$ cat config.mk
export PLATFORM = sky130hd
export DESIGN_NAME = sha256_message_schedule
export DESIGN_NICKNAME = d
export VERILOG_FILES = /design/src/rtl/sha256_message_schedule.sv
export SDC_FILE = /design/constraint.sdc
export NUM_CORES = 2
export LEC_CHECK = 0
export ABC_AREA = 1
export BUFFER_PORTS_ARGS = -buffer_cell sky130_fd_sc_hd__buf_2
export CELL_PAD_IN_SITES_DETAIL_PLACEMENT = 1
export CELL_PAD_IN_SITES_GLOBAL_PLACEMENT = 2
export CORE_ASPECT_RATIO = 0.8
export CORE_MARGIN = 1.5
export CORE_UTILIZATION = 33
export CTS_CLUSTER_DIAMETER = 150
export CTS_CLUSTER_SIZE = 10
export DETAILED_ROUTE_END_ITERATION = 10
export PLACE_DENSITY_LB_ADDON = 0.3
export RECOVER_POWER = 25
export SYNTH_ARGS = -nofsm -noshare
export SYNTH_HDL_FRONTEND = slang
export SYNTH_SLANG_ARGS = --single-unit
$ cat constraint.sdc
create_clock -name clk -period 3.7 [get_ports clk]
set_input_delay 0 -clock clk [delete_from_list [all_inputs] [get_ports clk]]
set_output_delay 0 -clock clk [all_outputs]
set_load 0.02 [all_outputs]
$ cat src/rtl/sha256_message_schedule.sv
// sha256_message_schedule
// Streams the SHA-256 message schedule W0..W(NUM_WORDS-1) for one 512-bit
// block, one word per valid/ready transfer, into the compression round logic.
// A 16-word sliding window holds W(t)..W(t+15). Each transfer shifts the
// window by one word and registers the freshly computed W(t+16) into the tail.
//
// Ports:
//   clk        - system clock, rising edge
//   rst_n      - asynchronous active-low reset
//   start      - load block_in; only honoured in IDLE
//   block_in   - 512-bit message block, big-endian (W0 = block_in[511:480])
//   word_ready - consumer accepts word_out this cycle
//   word_out   - current schedule word Wt (direct register output)
//   word_index - t of word_out
//   word_valid - word_out/word_index valid
//   busy       - high while a block is being streamed
//   done       - one-cycle pulse after the last word is transferred
module sha256_message_schedule #(
  parameter int NUM_WORDS = 64
) (
  input  logic         clk,
  input  logic         rst_n,
  input  logic         start,
  input  logic [511:0] block_in,
  input  logic         word_ready,
  output logic [31:0]  word_out,
  output logic [5:0]   word_index,
  output logic         word_valid,
  output logic         busy,
  output logic         done
);

  localparam logic [1:0] S_IDLE = 2'd0;
  localparam logic [1:0] S_RUN  = 2'd1;
  localparam logic [1:0] S_DONE = 2'd2;

  logic [1:0]  r_state;
  logic [5:0]  r_idx;
  logic [31:0] r_win [16];   // r_win[0] = W(t), r_win[15] = W(t+15)

  logic        w_xfer;
  logic        w_last;
  logic        w_tail_en;
  logic [31:0] w_tail;

  function automatic logic [31:0] sig0(input logic [31:0] x);
    return {x[6:0], x[31:7]} ^ {x[17:0], x[31:18]} ^ (x >> 3);
  endfunction

  function automatic logic [31:0] sig1(input logic [31:0] x);
    return {x[16:0], x[31:17]} ^ {x[18:0], x[31:19]} ^ (x >> 10);
  endfunction

  assign w_xfer    = (r_state == S_RUN) && word_ready;
  assign w_last    = (r_idx == 6'(NUM_WORDS - 1));
  // Words beyond the end of the schedule are never presented, so skip them.
  assign w_tail_en = ({1'b0, r_idx} + 7'd16) < 7'(NUM_WORDS);
  // W(t+16) from the current window; modulo-2^32 by truncation.
  assign w_tail    = sig1(r_win[14]) + r_win[9] + sig0(r_win[1]) + r_win[0];

  always_ff @(posedge clk or negedge rst_n) begin
    if (!rst_n) begin
      r_state <= S_IDLE;
      r_idx   <= 6'd0;
      for (int i = 0; i < 16; i++) r_win[i] <= 32'd0;
    end else begin
      case (r_state)
        S_IDLE: begin
          if (start) begin
            for (int i = 0; i < 16; i++) r_win[i] <= block_in[511 - 32*i -: 32];
            r_idx   <= 6'd0;
            r_state <= S_RUN;
          end
        end
        S_RUN: begin
          if (w_xfer) begin
            for (int i = 0; i < 15; i++) r_win[i] <= r_win[i+1];
            if (w_tail_en) r_win[15] <= w_tail;
            r_idx <= r_idx + 6'd1;
            if (w_last) r_state <= S_DONE;
          end
        end
        S_DONE:  r_state <= S_IDLE;   // start here is dropped, not queued
        default: r_state <= S_IDLE;
      endcase
    end
  end

  assign word_out   = r_win[0];
  assign word_index = r_idx;
  assign word_valid = (r_state == S_RUN);
  assign busy       = (r_state == S_RUN);
  assign done       = (r_state == S_DONE);

endmodule

# Yosys cells after proc, flatten, opt, wreduce, memory -nomap -nowiden
# Index checks and enable logic that the tools add are counted.
# W data, S select, Z words.
[totals] register_bits=520 input_bits=516
[classes] addsub=5 magnitude_cmp=1 eq_ne=7 mux=11 bitwise_logic=4 n_reduce_logical=6
[ops] cell="$mux W512" count=2
[ops] cell="$pmux W512 S2" count=1
[ops] cell="$add A32 B32 Y32" count=3
[ops] cell="$xor A32 B32 Y32" count=2
[ops] cell="$mux W32" count=1
[ops] cell="$xor A32 B22 Y32" count=1
[ops] cell="$xor A32 B29 Y32" count=1
[ops] cell="$mux W6" count=2
[ops] cell="$pmux W6 S2" count=1
[ops] cell="$add A6 B5 Y7 const B" count=1
[ops] cell="$lt A7 B7 Y1 const B" count=1
[ops] cell="$add A6 B1 Y6 const B" count=1
[ops] cell="$eq A6 B6 Y1 const B" count=1
[ops] cell="$mux W2" count=3
[ops] cell="$ne A2 B1 Y1 const B" count=3
[ops] cell="$reduce_and A3 Y1" count=2
[ops] cell="$pmux W2 S2" count=1
[ops] cell="$reduce_and A4 Y1" count=1
[ops] cell="$eq A2 B1 Y1 const B" count=1
[ops] cell="$eq A2 B2 Y1 const B" count=1
[ops] cell="$logic_not A2 Y1" count=1
[ops] cell="$ne A2 B2 Y1 const B" count=1
[ops] cell="$reduce_bool A2 Y1" count=1
[ops] cell="$logic_and A1 B1 Y1" count=1

# Logic depth before layout (Yosys ltp)
[logic_depth] ltp_word=8 mapped_depth=18 depth_no_buf=17

# Least setup slack after synthesis
# Ideal clock, no wire load.
[synth_path] kind="register -> register" startpoint="register r_win[43] (netlist name)" endpoint="register r_win[17] (netlist name)" setup_time_ns=0.077 t_arrival_ns=3.245 slack_ns=0.377 path_stages_with_launch=18 period_less_slack_ns=3.323 cell_sequence="dfrtp_1 clkbuf_1 xnor2_1 xor2_1 fa_1 inv_1 fa_1 ha_1 fa_1 nand3_1 nand3_1 nand2_1 nand2_1 nand2_1 nand2_1 a21oi_1 o21ai_0 a21oi_1"
[synth_via] elab_chain_cells=7
[synth_lines] element="start, declared" line="39" source="logic [31:0] r_win [16];"
[synth_lines] element="$xor A32 B22 Y32" line="51" source="return {x[16:0], x[31:17]} ^ {x[18:0], x[31:19]} ^ (x >> 10);"
[synth_lines] element="$add A32 B32 Y32 (3 in a row)" line="59" source="assign w_tail = sig1(r_win[14]) + r_win[9] + sig0(r_win[1]) + r_win[0];"
[synth_lines] element="$mux W32" line="78" source="if (w_tail_en) r_win[15] <= w_tail;"
[synth_lines] element="$mux W512" line="76" source="if (w_xfer) begin"
[synth_lines] element="$pmux W512 S2" line="67" source="case (r_state)"
# Every way passes these cells. The select of a mux whose other input is x is not followed.
# A chain may end at the register's enable or synchronous reset.

# Worst setup path in the final report
[layout_path] startpoint="register r_win[56] (netlist name)" endpoint="register r_win[12] (netlist name)"
[layout_via] elab_chain_cells=8
[layout_lines] element="$xor A32 B32 Y32" line="51"
[layout_lines] element="$xor A32 B22 Y32" line="51"
[layout_lines] element="$add A32 B32 Y32 (3 in a row)" line="59"
[layout_lines] element="$mux W32" line="78"
[layout_lines] element="$mux W512" line="76"
[layout_lines] element="$pmux W512 S2" line="67"
# Every way passes these cells. The select of a mux whose other input is x is not followed.

==> report_table.html <==
<table>
<tr><th>Metric</th><th>Value</th></tr>
<tr><th colspan="2">STA</th></tr>
<tr><td>Part of the cycle the worst path needs</td><td>0.9728</td></tr>
<tr><td>Post-layout min period</td><td>3.599 ns</td></tr>
<tr><td>Headroom to the max-slew limit</td><td>-0.7065</td></tr>
<tr><td>Final count of negative-setup-slack endpoints</td><td>0</td></tr>
<tr><td>Final clock skew</td><td>0.02802 ns</td></tr>
<tr><td>Final Hold Viols</td><td>0</td></tr>
<tr><td>Final hold slack</td><td>0.1682 ns</td></tr>
<tr><td>Total negative slack for setup checks</td><td>0 ns</td></tr>
<tr><td>Slew of the pin with the lowest slew margin</td><td>2.560 ns</td></tr>
<tr><td>Count of pins over their slew limit</td><td>83</td></tr>
<tr><td>Top achievable clock speed</td><td>0.2778 GHz</td></tr>
<tr><th colspan="2">Place</th></tr>
<tr><td>I/O Buffers</td><td>556</td></tr>
<tr><td>HPWL after detailed placement</td><td>99050 um</td></tr>
<tr><td>Placer Congestion</td><td>0.9075</td></tr>
<tr><td>Post-detailed-placement cell area</td><td>33670 um^2</td></tr>
<tr><th colspan="2">Worst setup path</th></tr>
<tr><td>Sort of element at the start of the critical path</td><td>register</td></tr>
<tr><td>Critical Path Sink Type</td><td>register</td></tr>
<tr><td>CP Class</td><td>register to register</td></tr>
<tr><td>WP data arrival</td><td>4.16 ns</td></tr>
<tr><td>Worst Reg2Reg Path Length in Cells</td><td>17</td></tr>
<tr><td>Required time of the worst setup path</td><td>4.26 ns</td></tr>
<tr><td>Max Fanout on Critical Path</td><td>4</td></tr>
<tr><th colspan="2">Logic synthesis</th></tr>
<tr><td>YS warnings</td><td>0</td></tr>
<tr><td>Proportion of register bits with asynchronous set or reset after synthesis</td><td>1.000</td></tr>
<tr><td>Average footprint of a synthesized cell</td><td>8.133 um^2</td></tr>
<tr><td>Post-Syn Nets</td><td>4242</td></tr>
<tr><td>Seq/Total Area, Yosys</td><td>0.4405</td></tr>
<tr><td>Netlist Area Pre-Place</td><td>29540 um^2</td></tr>
<tr><td>Synthesized flop and latch total</td><td>520</td></tr>
<tr><td>EDFF count, synth</td><td>0</td></tr>
<tr><td>Count of cell types in the netlist</td><td>32</td></tr>
<tr><td>Post-synth top flop</td><td>sky130_fd_sc_hd__dfrtp_1</td></tr>
<tr><td>Number of instances in the synthesized netlist</td><td>3632</td></tr>
<tr><th colspan="2">Detailed routing</th></tr>
<tr><td>DR vias</td><td>29283</td></tr>
<tr><td>1st-iter DRT viols</td><td>2073</td></tr>
<tr><td>Routed WL</td><td>136700 um</td></tr>
<tr><td>First-pass iteration count of the detailed router</td><td>5</td></tr>
<tr><td>Post-route DRC violation count</td><td>0</td></tr>
<tr><td>Routed wire per std cell</td><td>23.40 um</td></tr>
<tr><td>Detail-routed via count per cell</td><td>5.015</td></tr>
<tr><td>Number of nets with antenna violations after detailed routing</td><td>0</td></tr>
<tr><th colspan="2">Worst hold path</th></tr>
<tr><td>Worst hold path cell count</td><td>4</td></tr>
<tr><td>Min-delay worst type</td><td>input pin to register</td></tr>
<tr><th colspan="2">Status</th></tr>
<tr><td>Violations in the final reports</td><td>max-capacitance violations, max-slew violations</td></tr>
<tr><td>Outcome</td><td>finished with violations</td></tr>
<tr><th colspan="2">Clock network</th></tr>
<tr><td>Root buffer cell</td><td>sky130_fd_sc_hd__clkbuf_16</td></tr>
<tr><td>Clock insertion delay at the later pin of the skew report</td><td>0.65 ns</td></tr>
<tr><td>Total clock buffers created by CTS</td><td>57</td></tr>
<tr><td>CTS clock-pin slew for the worst setup and hold paths</td><td>0.06 ns</td></tr>
<tr><td>TritonCTS clock tree</td><td>yes</td></tr>
<tr><td>TritonCTS sink count</td><td>520</td></tr>
<tr><td>CTS H-tree depth</td><td>2</td></tr>
<tr><td>Maximum count of clock buffers along a single path</td><td>3</td></tr>
<tr><th colspan="2">Die</th></tr>
<tr><td>Core Area</td><td>88110 um^2</td></tr>
<tr><td>Initial cell density of the core</td><td>0.3353</td></tr>
<tr><td>Die Outline Area</td><td>91330 um^2</td></tr>
<tr><td>Die height</td><td>270.6 um</td></tr>
<tr><td>I/O pins</td><td>557</td></tr>
<tr><td>Cell Rows</td><td>97</td></tr>
<tr><td>Chip Width</td><td>337.5 um</td></tr>
<tr><th colspan="2">Global route</th></tr>
<tr><td>Total congestion overflow</td><td>0</td></tr>
<tr><td>Global-route wire length before repair</td><td>200700 um</td></tr>
<tr><td>Total Routing Usage GR</td><td>0.2945</td></tr>
<tr><td>Vias in the first global route</td><td>30854</td></tr>
<tr><td>Antenna violations before repair</td><td>28</td></tr>
<tr><td>Largest net degree at the start of global routing</td><td>195</td></tr>
<tr><th colspan="2">Final layout</th></tr>
<tr><td>Layout overhead on the synthesized area</td><td>38.42%</td></tr>
<tr><td>Layout fillers</td><td>10601</td></tr>
<tr><td>Final #Nets</td><td>5242</td></tr>
<tr><td>Final design area excluding fillers</td><td>40890 um^2</td></tr>
<tr><td>Fraction of layout instances using a drive strength above 1</td><td>0.1867</td></tr>
<tr><td>Post-Route Utilization</td><td>0.4640</td></tr>
<tr><th colspan="2">Job</th></tr>
<tr><td>Max-cap violations</td><td>1</td></tr>
</table>
[final cells by class]
type / instances / area (um^2) / share of cell area
Antenna cell: 18 / 45.04 / 0.001102
Clock buffer: 58 / 1451 / 0.03550
Clock inverter: 2 / 38.79 / 0.0009486
Inverter: 653 / 2454 / 0.06001
Multi-Input combinational cell: 2184 / 13190 / 0.3227
Sequential cell: 520 / 13030 / 0.3187
Tap cell: 1188 / 1486 / 0.03635
Timing Repair Buffer: 1216 / 9186 / 0.2247
[metal layers]
layer	vias to the layer above	global-route usage	part of all wire
met3	198	0.04630	0.059
met1	14525	0.4097	0.45
li1	13704	-	-
met2	834	0.4768	0.46
met4	22	0.07257	0.026
met5	-	0	0.00093
[registers in the layout (all words and copies together), names as in the netlist]
| signal | cells |
|---|---|
| word_index | 6 |
| r_state | 2 |
| r_win | 480 |
| word_out | 32 |
[synthesized netlist by cell type (2+ instances only)]
cell type                    n  area share
sky130_fd_sc_hd__a21o_1      3     0.00076
sky130_fd_sc_hd__a21oi_1    65       0.011
sky130_fd_sc_hd__a22oi_1     5      0.0013
sky130_fd_sc_hd__a31oi_1    48       0.010
sky130_fd_sc_hd__and2_1      2     0.00042
sky130_fd_sc_hd__buf_1      15      0.0019
sky130_fd_sc_hd__buf_2     124       0.021
sky130_fd_sc_hd__buf_4      44       0.011
sky130_fd_sc_hd__buf_6       5      0.0019
sky130_fd_sc_hd__clkbuf_1   87       0.011
sky130_fd_sc_hd__dfrtp_1   520        0.44
sky130_fd_sc_hd__fa_1       62       0.042
sky130_fd_sc_hd__ha_1       32       0.014
sky130_fd_sc_hd__inv_1     650       0.083
sky130_fd_sc_hd__inv_2       2     0.00025
sky130_fd_sc_hd__nand2_1   769       0.098
sky130_fd_sc_hd__nand3_1    50      0.0085
sky130_fd_sc_hd__nand4_1     4     0.00085
sky130_fd_sc_hd__nor2_1    108       0.014
sky130_fd_sc_hd__nor3_1      9      0.0015
sky130_fd_sc_hd__o211ai_1  442        0.11
sky130_fd_sc_hd__o21ai_0   357       0.060
sky130_fd_sc_hd__o21ai_1    98       0.017
sky130_fd_sc_hd__o21bai_1    2     0.00051
sky130_fd_sc_hd__xnor2_1    67       0.020
sky130_fd_sc_hd__xor2_1     56       0.017
[path summary, 6_finish.rpt]
kind / end / slack (ns) / start
max: r_win[12] / 0.10 / r_win[56]
min reg2reg: r_win[384] / 0.49 / r_win[384]
max reg2reg: r_win[12] / 0.10 / r_win[56]
max in group asynchronous: r_win[266] / 0.58 / rst_n
min: r_win[369] / 0.17 / block_in[369]
min in group asynchronous: r_win[32] / 0.69 / rst_n
[stage by stage]
step / setup WS, ns / cells
2_1_floorplan: 0.3775 / 3632
3_3_place_gp: -0.2522 / 5237
3_5_place_dp: -0.1717 / 5237
4_1_cts: -0.006021 / 5813
5_1_grt: -0.04464 / 5832
6_report: 0.1008 / 5839
[cell families (layout without fill, tap and decap cells)]
kind of cell,after synthesis,after routing,share of synthesized area
AND/OR/NAND/NOR,946,946,0.1239
AO/OA/AOI/OAI,1021,1021,0.2134
adder cells (fa/ha/maj),94,94,0.05557
XOR/XNOR,123,123,0.03647
flip-flops,520,520,0.4405
other,0,18,0
buffers and inverters,928,1929,0.1301
[cells in the final DEF, fill, tap and decap left out, drive strengths merged, types with 50 or more instances in the layout]
cell type,Yosys,layout
o211ai,442,442
buf,188,692
fa,62,62
a21oi,66,66
dlygate4sd3,0,516
dfrtp,520,520
xnor2,67,67
nor2,109,109
o21ai,455,455
inv,653,654
nand3,50,50
xor2,56,56
clkbuf,87,66
nand2,771,771
[critical path, cell delays in order (launching register included)]
cell and delay, ns:
sky130_fd_sc_hd__dfrtp_2 0.50, sky130_fd_sc_hd__xnor2_2 0.22, sky130_fd_sc_hd__xor2_1 0.18, sky130_fd_sc_hd__buf_4 0.16, sky130_fd_sc_hd__fa_1 0.43, sky130_fd_sc_hd__fa_1 0.49, sky130_fd_sc_hd__inv_1 0.05, sky130_fd_sc_hd__ha_2 0.38
sky130_fd_sc_hd__nand2_2 0.11, sky130_fd_sc_hd__inv_1 0.09, sky130_fd_sc_hd__nand2_1 0.05, sky130_fd_sc_hd__nand2_1 0.05, sky130_fd_sc_hd__nand2_1 0.04, sky130_fd_sc_hd__nand3_1 0.23, sky130_fd_sc_hd__xor2_1 0.21, sky130_fd_sc_hd__buf_4 0.14
sky130_fd_sc_hd__nand2_1 0.05, sky130_fd_sc_hd__a21oi_1 0.14
[what timing repair did]
| item | 4_1_cts | 5_1_grt |
|---|---|---|
| pin swaps | 3 | 20 |
| cloned | 0 | 0 |
| resized for setup | 18 | 93 |
| buffers inserted | 0 | 8 |
| hold endpoints to repair | 650 | 0 |
| setup endpoints to repair | 11 | 25 |
| hold buffers | 516 | 0 |
Power is left out: the tool's default activity adds up to more than one toggle a clock period on the data nets, which glitch-free logic cannot reach.
